File: src/rtl/spi_pkg.sv
// Shared definitions for the SPI master: default frame geometry, FSM state
// encoding, opcode values and the common counter width.
package spi_pkg;

    localparam int unsigned CMD_W_DEF   = 10;
    localparam int unsigned DATA_W_DEF  = 8;
    localparam int unsigned RD_WAIT_DEF = 2;
    localparam int unsigned GAP_DEF     = 1;

    // Wide enough for every bit/wait/gap count used by the master.
    localparam int unsigned CNT_W = 8;

    typedef enum logic [2:0] {
        StIdle,
        StStart,
        StCmd,
        StShift,
        StWait,
        StRecv,
        StGap
    } spi_state_e;

    localparam logic [1:0] OP_WR_ADDR = 2'b00;
    localparam logic [1:0] OP_WR_DATA = 2'b01;
    localparam logic [1:0] OP_RD_ADDR = 2'b10;
    localparam logic [1:0] OP_RD_DATA = 2'b11;

endpackage

File: src/rtl/spi_shift_reg.sv
// Parameterised MSB-first shift register with parallel load.
// Ports:
//   clk      clock
//   rst      asynchronous active-high reset, clears the register
//   load_i   parallel load of data_i (has priority over shift_i)
//   data_i   parallel load value
//   shift_i  shift left by one, sin_i enters at bit 0
//   sin_i    serial input
//   q_o      current register contents
module spi_shift_reg #(
    parameter int unsigned Width = 8
) (
    input  logic             clk,
    input  logic             rst,
    input  logic             load_i,
    input  logic [Width-1:0] data_i,
    input  logic             shift_i,
    input  logic             sin_i,
    output logic [Width-1:0] q_o
);

    logic [Width-1:0] q_q, q_d;

    always_comb begin
        q_d = q_q;
        if (load_i) begin
            q_d = data_i;
        end else if (shift_i) begin
            q_d = {q_q[Width-2:0], sin_i};
        end
    end

    always_ff @(posedge clk or posedge rst) begin
        if (rst) begin
            q_q <= '0;
        end else begin
            q_q <= q_d;
        end
    end

    assign q_o = q_q;

endmodule

File: src/rtl/spi_master.sv
// System-synchronous SPI master. Sends {op,payload} frames MSB-first on MOSI
// framed by SS_n, and for read-data frames captures the returned word on MISO.
// Ports:
//   clk, rst   clock (also SCK of the slave) and async active-high reset
//   start/cmd  frame request, accepted only while ready=1
//   ready      idle with inter-frame gap expired
//   done       1-cycle pulse on the first gap cycle of every frame
//   rd_data    last captured read word; rd_valid pulses with done for op 11
//   seq_err    pulses with done for an op 11 not preceded by an op 10
//   SS_n, MOSI, MISO  serial interface
module spi_master
    import spi_pkg::*;
#(
    parameter int unsigned CMD_W   = CMD_W_DEF,
    parameter int unsigned DATA_W  = DATA_W_DEF,
    parameter int unsigned RD_WAIT = RD_WAIT_DEF,
    parameter int unsigned GAP     = GAP_DEF
) (
    input  logic              clk,
    input  logic              rst,
    input  logic              start,
    input  logic [CMD_W-1:0]  cmd,
    output logic              ready,
    output logic              done,
    output logic [DATA_W-1:0] rd_data,
    output logic              rd_valid,
    output logic              seq_err,
    output logic              SS_n,
    output logic              MOSI,
    input  logic              MISO
);

    spi_state_e         state_q, state_d;
    logic [CNT_W-1:0]   bit_cnt_q, bit_cnt_d;
    logic [CNT_W-1:0]   wait_cnt_q, wait_cnt_d;
    logic [CNT_W-1:0]   gap_cnt_q, gap_cnt_d;
    logic [1:0]         op_q, op_d;
    logic               rd_addr_sent_q, rd_addr_sent_d;
    logic               ss_n_q, ss_n_d;
    logic               ready_q, ready_d;
    logic               done_q, done_d;
    logic               rd_valid_q, rd_valid_d;
    logic               seq_err_q, seq_err_d;
    logic [DATA_W-1:0]  rd_data_q, rd_data_d;

    logic               tx_load, tx_shift, rx_shift, enter_gap;
    logic [CMD_W-1:0]   tx_q;
    logic [DATA_W-1:0]  rx_q;

    // TX register MSB is MOSI directly: loaded on accept, held through START and
    // CMD, shifted after each SHIFT bit so it drains to zero by the end of SHIFT.
    spi_shift_reg #(.Width(CMD_W)) u_tx (
        .clk     (clk),
        .rst     (rst),
        .load_i  (tx_load),
        .data_i  (cmd),
        .shift_i (tx_shift),
        .sin_i   (1'b0),
        .q_o     (tx_q)
    );

    spi_shift_reg #(.Width(DATA_W)) u_rx (
        .clk     (clk),
        .rst     (rst),
        .load_i  (1'b0),
        .data_i  ('0),
        .shift_i (rx_shift),
        .sin_i   (MISO),
        .q_o     (rx_q)
    );

    // Only the TX MSB leaves the register; the RX MSB is superseded by the
    // final MISO sample when rd_data is loaded.
    logic unused_bits;
    assign unused_bits = ^{tx_q[CMD_W-2:0], rx_q[DATA_W-1]};

    always_comb begin
        state_d        = state_q;
        bit_cnt_d      = bit_cnt_q;
        wait_cnt_d     = wait_cnt_q;
        gap_cnt_d      = gap_cnt_q;
        op_d           = op_q;
        rd_addr_sent_d = rd_addr_sent_q;
        rd_data_d      = rd_data_q;
        done_d         = 1'b0;
        rd_valid_d     = 1'b0;
        seq_err_d      = 1'b0;
        tx_load        = 1'b0;
        tx_shift       = 1'b0;
        rx_shift       = 1'b0;
        enter_gap      = 1'b0;

        unique case (state_q)
            StIdle: begin
                if (gap_cnt_q < CNT_W'(GAP)) begin
                    gap_cnt_d = gap_cnt_q + 1'b1;
                end
                if (start && ready_q) begin
                    tx_load   = 1'b1;
                    op_d      = cmd[CMD_W-1 -: 2];
                    gap_cnt_d = '0;
                    state_d   = StStart;
                end
            end
            StStart: state_d = StCmd;
            StCmd: begin
                bit_cnt_d = '0;
                state_d   = StShift;
            end
            StShift: begin
                tx_shift = 1'b1;
                if (bit_cnt_q >= CNT_W'(CMD_W - 1)) begin
                    if (op_q == OP_RD_DATA) begin
                        wait_cnt_d = '0;
                        state_d    = StWait;
                    end else begin
                        enter_gap = 1'b1;
                    end
                end else begin
                    bit_cnt_d = bit_cnt_q + 1'b1;
                end
            end
            StWait: begin
                if (wait_cnt_q >= CNT_W'(RD_WAIT - 1)) begin
                    bit_cnt_d = '0;
                    state_d   = StRecv;
                end else begin
                    wait_cnt_d = wait_cnt_q + 1'b1;
                end
            end
            StRecv: begin
                rx_shift = 1'b1;
                if (bit_cnt_q >= CNT_W'(DATA_W - 1)) begin
                    rd_data_d = {rx_q[DATA_W-2:0], MISO};
                    enter_gap = 1'b1;
                end else begin
                    bit_cnt_d = bit_cnt_q + 1'b1;
                end
            end
            StGap: begin
                if (gap_cnt_q >= CNT_W'(GAP)) begin
                    state_d = StIdle;
                end else begin
                    gap_cnt_d = gap_cnt_q + 1'b1;
                end
            end
            default: state_d = StIdle;
        endcase

        // Frame completion: the first gap cycle already counts toward GAP.
        if (enter_gap) begin
            state_d    = StGap;
            gap_cnt_d  = CNT_W'(1);
            done_d     = 1'b1;
            rd_valid_d = (op_q == OP_RD_DATA);
            seq_err_d  = (op_q == OP_RD_DATA) && !rd_addr_sent_q;
            if (op_q == OP_RD_ADDR) begin
                rd_addr_sent_d = 1'b1;
            end else if (op_q == OP_RD_DATA) begin
                rd_addr_sent_d = 1'b0;
            end
        end

        ss_n_d  = (state_d == StIdle) || (state_d == StGap);
        ready_d = (state_d == StIdle) && (gap_cnt_d >= CNT_W'(GAP));
    end

    always_ff @(posedge clk or posedge rst) begin
        if (rst) begin
            state_q        <= StIdle;
            bit_cnt_q      <= '0;
            wait_cnt_q     <= '0;
            gap_cnt_q      <= '0;
            op_q           <= '0;
            rd_addr_sent_q <= 1'b0;
            ss_n_q         <= 1'b1;
            ready_q        <= 1'b0;
            done_q         <= 1'b0;
            rd_valid_q     <= 1'b0;
            seq_err_q      <= 1'b0;
            rd_data_q      <= '0;
        end else begin
            state_q        <= state_d;
            bit_cnt_q      <= bit_cnt_d;
            wait_cnt_q     <= wait_cnt_d;
            gap_cnt_q      <= gap_cnt_d;
            op_q           <= op_d;
            rd_addr_sent_q <= rd_addr_sent_d;
            ss_n_q         <= ss_n_d;
            ready_q        <= ready_d;
            done_q         <= done_d;
            rd_valid_q     <= rd_valid_d;
            seq_err_q      <= seq_err_d;
            rd_data_q      <= rd_data_d;
        end
    end

    assign SS_n     = ss_n_q;
    assign MOSI     = tx_q[CMD_W-1];
    assign ready    = ready_q;
    assign done     = done_q;
    assign rd_valid = rd_valid_q;
    assign seq_err  = seq_err_q;
    assign rd_data  = rd_data_q;

endmodule

File: config.mk
export PLATFORM = sky130hd
export DESIGN_NAME = spi_master
export DESIGN_NICKNAME = d
export VERILOG_FILES = /design/src/rtl/spi_pkg.sv /design/src/rtl/spi_shift_reg.sv /design/src/rtl/spi_master.sv
export SDC_FILE = /design/constraint.sdc
export NUM_CORES = 1
export LEC_CHECK = 0
export ABC_AREA = 1
export ABC_CLOCK_PERIOD_IN_PS = 2300
export BUFFER_PORTS_ARGS = -buffer_cell sky130_fd_sc_hd__buf_2
export CAP_MARGIN = 0
export CORE_MARGIN = 5
export CORE_UTILIZATION = 34
export CTS_CLUSTER_DIAMETER = 40
export DETAILED_ROUTE_END_ITERATION = 10
export GPL_TIMING_DRIVEN = 0
export SLEW_MARGIN = 20
export SYNTH_ARGS = -nofsm -noshare
export SYNTH_HDL_FRONTEND = slang
export SYNTH_SLANG_ARGS = --single-unit
File: constraint.sdc
create_clock -name clk -period 2.3 [get_ports clk]
set_clock_uncertainty 0.2 [all_clocks]
set_input_delay 0.23 -clock clk [delete_from_list [all_inputs] [get_ports clk]]
set_output_delay 0.23 -clock clk [all_outputs]
set_load 0.005 [all_outputs]
==> results_dict.tcl, run 1 <==
set metrics [dict create \
    postSynth.topFlopCell "dfrtp_1" \
    holdWs_ns 0.170 \
    worst-endpoint-arrival_ns 2.13 \
    cp-end-kind "flip-flop" \
    globalRoute.totalOverflow 0 \
    status "complete, no violations" \
    syn-cell-area_mm2 0.00277 \
    cp-start-kind "flip-flop" \
    drtPass1Iterations 4 \
    global_route_wire_length_before_repair_mm 9.94 \
    average_wire_per_standard_cell_um 11.4 \
    drive_gt1_share_pct 17.2 \
    die_h_um 100 \
    dpl.hpwl_mm 3.85 \
    synthToLayoutAreaGrowth_pct 22.9 \
    final.min_clock_period_ns 2.11 \
    dp_area_mm2 0.00306 \
    postSynthAreaPerCell_um2 8.60 \
    placement_rows 33 \
    avgViaCountPerCell 4.48 \
    setup_viol_count_final 0 \
    slew_hr_pct 74.6 \
    synth_top_cell_area_share_pct 53.3 \
    route.vias.total 2168 \
    criticalPathCategory "reg -> reg" \
    start_util_pct 34.2 \
    synthMostInstantiatedCell "dfrtp_1" \
    clock-sinks 60 \
    detail_route.drc_violations 0 \
    final_weighted_congestion_in_routability_driven_placement 0.804 \
    layout.area.seq_mm2 0.00150 \
    r2r-start "bit_cnt_q[0]" \
    core-area_mm2 0.00809 \
    clk_pin_slew_ns 0.07 \
    worstMarginPinSlew_ns 0.381 \
    f_max_mhz 474 \
    ant_nets 0 \
    design.portCount 28 \
    antenna_found_initial 0 \
    antenna_cells_inserted 0 \
    synthTopCellsByCount "dfrtp_1 (59), nand2_1 (58), inv_1 (56), o21ai_0 (46), nor2_1 (37)" \
    number_of_global_route_vias_before_repair 2227 \
    fillerInstances 845 \
    cts_tree "done" \
    clock_insertion_delay_worst_skew_ns 0.34 \
    multi_input_comb_area_mm2 0.00100 \
    share_of_the_yosys_chip_area_belonging_to_registers_pct 54.3 \
    critPathRequiredTime_ns 2.32 \
    yosys-top-cells-area "dfrtp_1 (53%), o21ai_0 (8.3%), nand2_1 (7.9%)" \
    drtIter0Drc 141 \
    power_density_mw_per_mm2 924 \
    static-leakage-power_nw 1.75 \
    postSynthRegisterBits 60 \
    synth_edf_count 0 \
    ys.warnings.count 0 \
    hold_viol 0 \
    max_cap_viol_count 0 \
    ctsRootBufferMaster "clkbuf_8" \
    synth.largest_area_cell "dfrtp_1" \
    cts_buffer_depth 2 \
    count_of_cell_types_in_the_netlist 27 \
    horizontal_die_dimension_um 100 \
    final-max-slew-violation-count 0 \
    worst_setup_path_startpoint "bit_cnt_q[0]" \
    fin_area_mm2 0.00340 \
    groute.usage.overall_pct 12.4 \
    worst-path-max-fanout 10 \
    netlist_instances 322 \
    postSynth.asyncResetShare_pct 100 \
    design.final.nets 397 \
    maximum_number_of_pins_on_one_net_before_global_route_repair 43 \
    min-delay-path-class "in -> async" \
    dieArea_mm2 0.0100 \
    syn_nets 345 \
    cts_max_level 3 \
    vdd_ir_drop_max_uv 436 \
    final_core_util_pct 42.0 \
    timing.final.crit_share_pct 91.7 \
    portBuffers 27 \
    routed_wirelength_mm 5.52 \
    cts-buffers-inserted 9 \
    post_cts_resized 0 \
]
## path summary, 6_finish.rpt
check / end / slack [ns] / depth (start not counted)
hold / removal: bit_cnt_q[0] / 0.17 / 3
setup reg to reg: ready / 0.19 / 13
max in group asynchronous: bit_cnt_q[2] / 1.23 / 4
setup / recovery: ready / 0.19 / 13
min in group clk: op_q[1] / 0.17 / 5
hold reg to reg: seq_err / 0.25 / 1
## repair_timing
action                                  CTS  global route
buffers inserted                          0             1
endpoints found under the hold margin    73             0
endpoints found under the setup margin    0             1
hold buffers                             12             0
## placed cells by master (no fill, tap or decap)
cell type	synthesis	layout
buf_4	0	1
dlygate4sd3_1	0	12
a31oi_1	3	3
nor2_1	37	37
nor2_4	2	2
o211ai_1	1	1
clkinv_2	0	1
buf_2	1	28
nand3_1	17	17
a21oi_1	6	6
buf_6	2	2
bufinv_16	0	2
inv_4	0	1
nand3_2	2	2
dfstp_2	1	1
nand4_1	2	2
clkinvlp_4	0	1
or2_1	1	1
nor2_2	3	3
o21ai_4	1	1
inv_1	56	55
buf_12	0	1
clkbuf_1	3	5
and3_1	1	1
nand2_1	58	58
mux2_2	1	1
a41oi_1	1	1
nor3_1	1	1
dfrtp_1	59	59
inv_2	3	3
ha_1	9	9
o21ai_0	46	46
nand2_4	1	1
nand2_2	4	4
clkbuf_8	0	10
## stage by stage
stage	power (mW)	TNS [ns]	instances	worst slack (ns)
2_1_floorplan	1.90	0	322	0.387
3_3_place_gp	2.09	-24.01	454	-0.410
3_5_place_dp	2.10	0	455	0.167
4_1_cts	3.18	0	483	0.127
5_1_grt	3.38	-0.00383	484	-0.00383
6_report	3.14	0	484	0.190
## sequential cells by signal, indices dropped and copies added (netlist names)
| register | cells |
|---|---|
| SS_n | 1 |
| bit_cnt_q | 8 |
| done | 1 |
| gap_cnt_q | 8 |
| op_q | 2 |
| rd_addr_sent_q | 1 |
| rd_data | 8 |
| rd_valid | 1 |
| ready | 1 |
| seq_err | 1 |
| state_q | 3 |
| u_rx.q_o | 7 |
| u_tx.q_o | 10 |
| wait_cnt_q | 8 |
## layer usage
layer / GRT usage, % / up-vias / wire length (µm)
li1: - / 1108 / -
met1: 15.2 / 1017 / 2580
met2: 20.4 / 33 / 2660
met3: 3.27 / 10 / 172
met4: 5.80 / 0 / 108
met5: 0 / - / 0
## area by class of cell
cell class	instances	share of cell area, %
multi-input cells	197	29.5
inverters	59	6.58
clock inverters	4	2.13
repair buffers	41	8.31
clock buffers	12	4.27
flip-flops and latches	60	44.2
well taps	105	3.86
plain buffers	6	1.14
## kinds of logic after synthesis
group           count (synthesis)  share of synthesized area [%]
simple gates                  129                           20.6
compound gates                 58                           11.3
flops                          60                           54.3
buf+inv                        65                           9.40
fa+ha+maj                       9                           4.07
mux                             1                          0.407
## report_power, final
part	total, mW	switching [mW]	leakage [nW]	internal [mW]
Combinational	0.773	0.498	0.833	0.275
Clock	1.05	0.410	0.107	0.639
Sequential	1.32	0.0939	0.810	1.23
Total	3.14	1.00	1.75	2.14
## worst max-delay path, cell delays in order (launching register included)
cell and delay (ns):
dfrtp_1 0.41, inv_1 0.12, ha_1 0.16, inv_1 0.04, o21ai_0 0.17, nand3_2 0.16
nand3_2 0.11, nand2_4 0.10, inv_2 0.12, nand2_2 0.06, nor2_2 0.09, nand3_1 0.08
nor2_1 0.12, nor2_1 0.05
(Power assumes the default switching activity.)
==> run 2, diff against run 1 <==
CORE_UTILIZATION = 51   (was 34)
CTS_CLUSTER_SIZE = 16   (was default)
PLACE_DENSITY = 0.7   (was default)
==> results_dict.tcl, run 2 (same netlist as run 1, synthesis figures left out) <==
set metrics [dict create \
    drtIter0Drc 85 \
    final_cell_mix "dfrtp_1 (59), nand2_1 (58), inv_1 (55)" \
    core-area_mm2 0.00520 \
    drive_gt1_share_pct 16.9 \
    final_core_util_pct 63.7 \
    worst-path-max-fanout 10 \
    dpl.hpwl_mm 3.71 \
    cp-end-kind "flip-flop" \
    hold_viol 0 \
    max_cap_viol_count 0 \
    start_util_pct 53.2 \
    globalRoute.totalOverflow 0 \
    largest_reg_flops 10 \
    status "complete, no violations" \
    commonest_non_fill_non_tap_cell_in_the_layout "dfrtp_1" \
    f_max_mhz 486 \
    cts_max_level 3 \
    final-max-slew-violation-count 0 \
    number_of_global_route_vias_before_repair 2106 \
    slew_hr_pct 73.6 \
    final_weighted_congestion_in_routability_driven_placement 0.826 \
    worstMarginPinSlew_ns 0.396 \
    placement_rows 26 \
    detail_route.drc_violations 0 \
    drtPass1Iterations 4 \
    vdd_ir_drop_max_uv 588 \
    final.min_clock_period_ns 2.06 \
    report.power.total_mw 2.94 \
    min-delay-path-class "in -> reg" \
    maximum_number_of_pins_on_one_net_before_global_route_repair 42 \
    synthToLayoutAreaGrowth_pct 19.7 \
    die_h_um 83.7 \
    routed_wirelength_mm 5.41 \
    clk_pin_slew_ns 0.06 \
    criticalPathCategory "reg -> reg" \
    horizontal_die_dimension_um 83.7 \
    cts-buffers-inserted 9 \
    critPathRequiredTime_ns 2.33 \
    avgViaCountPerCell 4.73 \
    ant_nets 0 \
    cts_buffer_depth 2 \
    dieArea_mm2 0.00700 \
    setup_viol_count_final 0 \
    cp-start-kind "flip-flop" \
    global_route_wire_length_before_repair_mm 9.38 \
    fillerInstances 454 \
    clock-sinks 60 \
    antenna_cells_inserted 0 \
    antenna_found_initial 0 \
    setup_repair_after_global_routing_missed_its_margin "no" \
    ctsRootBufferMaster "clkbuf_8" \
    cpPeakStageDelay_ns 0.40 \
    worst-endpoint-arrival_ns 2.08 \
    design.final.nets 397 \
    design.portCount 28 \
    portBuffers 27 \
    cpMaxStageDelayCell "dfrtp_1" \
    power_density_mw_per_mm2 887 \
    route.vias.total 2124 \
    average_wire_per_standard_cell_um 12.0 \
    groute.usage.overall_pct 16.8 \
    critical_path.cell_chain "inv_1 -> ha_1 -> inv_1 -> o21ai_1 -> nand3_2 -> nand3_2 -> nand2_4 -> inv_2 -> nand2_2 -> nor2_2 -> nand3_1 -> nor2_1 -> nor2_1" \
    timing.final.crit_share_pct 89.4 \
    static-leakage-power_nw 1.73 \
    clock_insertion_delay_worst_skew_ns 0.33 \
    cts_tree "done" \
]
==> run 2: repair_timing <==
item / CTS / global route
endpoints found under the setup margin: 0 / 1
endpoints found under the hold margin: 73 / 0
hold buffers: 12 / 0
gates resized for setup: 0 / 1
buffers inserted: 0 / 1
==> run 2: worst paths after layout <==
path	slack, ns	to	cells past startpoint	start
worst max-delay path	0.24	ready	13	bit_cnt_q[0]
worst min-delay path	0.16	op_q[0]	5	start
worst max register to register	0.24	ready	13	bit_cnt_q[0]
worst min register to register	0.24	seq_err	1	rd_addr_sent_q
max in group asynchronous	1.24	rd_data[7]	4	rst
min in group asynchronous	0.18	gap_cnt_q[0]	3	rst
==> run 2: metrics by stage <==
step | setup TNS (ns) | instances | cell area (µm²) | hold slack [ns] | worst slack [ns]
global route | 0 | 449 | 3310 | 0.167 | 0.0474
finish | 0 | 449 | 3310 | 0.156 | 0.243
global placement | -20.40 | 419 | 2990 | 0.221 | -0.348
detailed placement | 0 | 420 | 3010 | -0.00299 | 0.165
floorplan | 0 | 322 | 2770 | 0.151 | 0.387
CTS | 0 | 448 | 3310 | 0.146 | 0.152
==> run 2: where the power goes <==
group | switching, mW | internal, mW
combinational | 0.505 | 0.274
clock | 0.383 | 0.447
sequential | 0.101 | 1.23
==> run 2: layout make-up <==
cell class	count	area [µm²]	share of cell area, %
Inverter	59	224	6.76
Timing Repair Buffer	41	283	8.53
Clock buffer	14	163	4.91
Tap cell	70	87.6	2.64
Sequential cell	60	1500	45.4
Multi-Input combinational cell	197	1000	30.3
Buffer	6	38.8	1.17
Clock inverter	2	10.0	0.302
==> run 2: per-layer routing <==
layer | up-vias | track usage (%) | share of wire (%)
met5 | - | 0 | 0
met4 | 0 | 7.75 | 2.2
met3 | 10 | 4.94 | 3.6
met2 | 40 | 26.8 | 47
met1 | 960 | 21.0 | 47
li1 | 1114 | - | -
==> run 2: worst max-delay path, delay by kind of cell, from the launching register on <==
family	cells	cell delay [ns]
buffers and inverters	3	0.29
AO/OA/AOI/OAI	1	0.14
AND/OR/NAND/NOR	8	0.75
adder cells (fa/ha/maj)	1	0.16
flip-flops	1	0.40
==> run 3, diff against run 2 <==
CORE_UTILIZATION = 58   (was 51)
CTS_CLUSTER_SIZE = 10   (was 16)
PLACE_DENSITY = 0.79   (was 0.7)
==> results_dict.tcl, run 3 (same netlist as run 1, synthesis figures left out) <==
set metrics [dict create \
    status "complete, no violations" \
    portBuffers 27 \
    criticalPathCategory "reg -> reg" \
    route.vias.total 2231 \
    routed_wirelength_mm 5.71 \
    share_seq_of_total_power_pct 43.3 \
    average_wire_per_standard_cell_um 13.2 \
    setup_viol_count_final 0 \
    number_of_global_route_vias_before_repair 2246 \
    f_max_mhz 474 \
    detail_route.drc_violations 0 \
    start_util_pct 59.0 \
    final_cell_mix "dfrtp_1 (59), nand2_1 (58), inv_1 (55)" \
    p_clk_share_pct 31.0 \
    design.final.nets 397 \
    report.power.total_mw 3.06 \
    vdd_ir_drop_max_uv 649 \
    cp-start-kind "flip-flop" \
    clock-sinks 60 \
    cts_max_level 3 \
    setup-tns-final_ns 0 \
    power_density_mw_per_mm2 925 \
    max_cap_viol_count 0 \
    critical_path.cell_chain "inv_1 -> ha_1 -> inv_1 -> o21ai_1 -> nand3_2 -> nand3_2 -> nand2_4 -> inv_2 -> nand2_2 -> nor2_2 -> nand3_1 -> nor2_1 -> nor2_1" \
    antenna_cells_inserted 0 \
    drtPass1Iterations 4 \
    combinationalPowerShare_pct 25.7 \
    placement_rows 25 \
    fin_area_mm2 0.00331 \
    commonest_non_fill_non_tap_cell_in_the_layout "dfrtp_1" \
    cpPeakStageDelay_ns 0.40 \
    dpl.hpwl_mm 3.69 \
    groute.usage.overall_pct 20.1 \
    largest_reg_flops 10 \
    numPlacedInstances 403 \
    intPower_mw 2.05 \
    layout.cells.non_filler 433 \
    avgViaCountPerCell 5.15 \
    antenna_found_initial 0 \
    switching_power_mw 1.01 \
    cts-buffers-inserted 9 \
    min-delay-path-class "in -> reg" \
    drive_gt1_share_pct 17.7 \
    static-leakage-power_nw 1.75 \
    core-area_mm2 0.00469 \
    cpMaxStageDelayCell "dfrtp_1" \
    cp-end-kind "flip-flop" \
    drtIter0Drc 104 \
    synthToLayoutAreaGrowth_pct 19.6 \
    global_route_wire_length_before_repair_mm 9.74 \
    dieArea_mm2 0.00625 \
    hold_viol 0 \
    slew_hr_pct 52.8 \
    horizontal_die_dimension_um 79.1 \
    clock_insertion_delay_worst_skew_ns 0.33 \
    cts_buffer_depth 2 \
    cts_tree "done" \
    dp_area_mm2 0.00297 \
    switching_share_pct 33.0 \
    setup_repair_after_global_routing_missed_its_margin "no" \
    design.portCount 28 \
    final.min_clock_period_ns 2.11 \
    worst-path-max-fanout 10 \
    final-max-slew-violation-count 0 \
    multi_input_comb_area_mm2 0.00100 \
    globalRoute.totalOverflow 0 \
    ant_nets 0 \
    timing.final.crit_share_pct 91.8 \
    fillerInstances 346 \
    maximum_number_of_pins_on_one_net_before_global_route_repair 61 \
    ctsRootBufferMaster "clkbuf_8" \
    die_h_um 79.1 \
    worst-endpoint-arrival_ns 2.14 \
    final_weighted_congestion_in_routability_driven_placement 0.838 \
    clk_pin_slew_ns 0.07 \
    worstMarginPinSlew_ns 0.708 \
    layout.area.seq_mm2 0.00150 \
    critPathRequiredTime_ns 2.32 \
]
-- run 3: cell types whose count changed in the layout (fill, tap and decap cells not counted), sizes merged --
| cell | before | now |
|---|---|---|
| clkinv | 2 | 4 |
| clkbuf | 17 | 14 |
| bufinv | 0 | 1 |
-- run 3: stage by stage --
stage,hold slack [ns],util (%),worst slack (ns)
floorplan,0.151,-,0.387
global placement,0.231,63.3,-0.294
detailed placement,0.201,63.4,0.156
CTS,0.147,70.2,0.122
global route,0.155,70.5,0.0202
finish,0.151,70.5,0.188
-- run 3: worst paths after layout --
path | from | slack [ns] | end | depth (start not counted)
worst max-delay path | bit_cnt_q[0] | 0.19 | ready | 13
max in group asynchronous | rst | 1.06 | u_tx.q_o[2] | 3
worst min-delay path | start | 0.15 | u_tx.q_o[0] | 5
min in group asynchronous | rst | 0.38 | gap_cnt_q[4] | 3
worst max register to register | bit_cnt_q[0] | 0.19 | ready | 13
worst min register to register | rd_addr_sent_q | 0.25 | seq_err | 1
-- run 3: worst max-delay path: cells and delay by family (launching register included) --
kind | cells | cell delay (ns)
AND/OR/NAND/NOR | 8 | 0.77
flip-flops | 1 | 0.40
adder cells (fa/ha/maj) | 1 | 0.17
AO/OA/AOI/OAI | 1 | 0.15
buffers and inverters | 3 | 0.29
-- run 3: power groups by stage --
stage               sequential (mW)  combinational (mW)  clock, mW
finish                         1.33               0.786      0.949
global route                   1.34               0.903       1.00
CTS                            1.32               0.778      0.962
detailed placement             1.34               0.750          0
global placement               1.33               0.733          0
floorplan                      1.32               0.574          0
-- run 3: per-layer routing --
layer	part of all wire [%]	track usage, %	routed length [µm]	up-vias
met1	46	25.3	2620	1054
met2	49	32.7	2780	55
li1	-	-	-	1111
met4	2.5	11.2	142	0
met3	3.0	3.40	174	11
met5	0	0	0	-
-- run 3: timing repair --
action                                 in CTS  in global routing
setup endpoints to repair                   0                  4
gates resized for setup                     0                  1
hold buffers                               12                  0
endpoints found under the hold margin      72                  0
setup buffers                               0                  2
-- run 3: layout make-up --
| class | count | area share (%) |
|---|---|---|
| plain buffers | 6 | 1.17 |
| clock buffers | 11 | 4.57 |
| clock inverters | 5 | 1.51 |
| inverters | 59 | 6.77 |
| multi-input cells | 197 | 30.4 |
| flip-flops and latches | 60 | 45.4 |
| well taps | 54 | 2.04 |
| repair buffers | 41 | 8.17 |
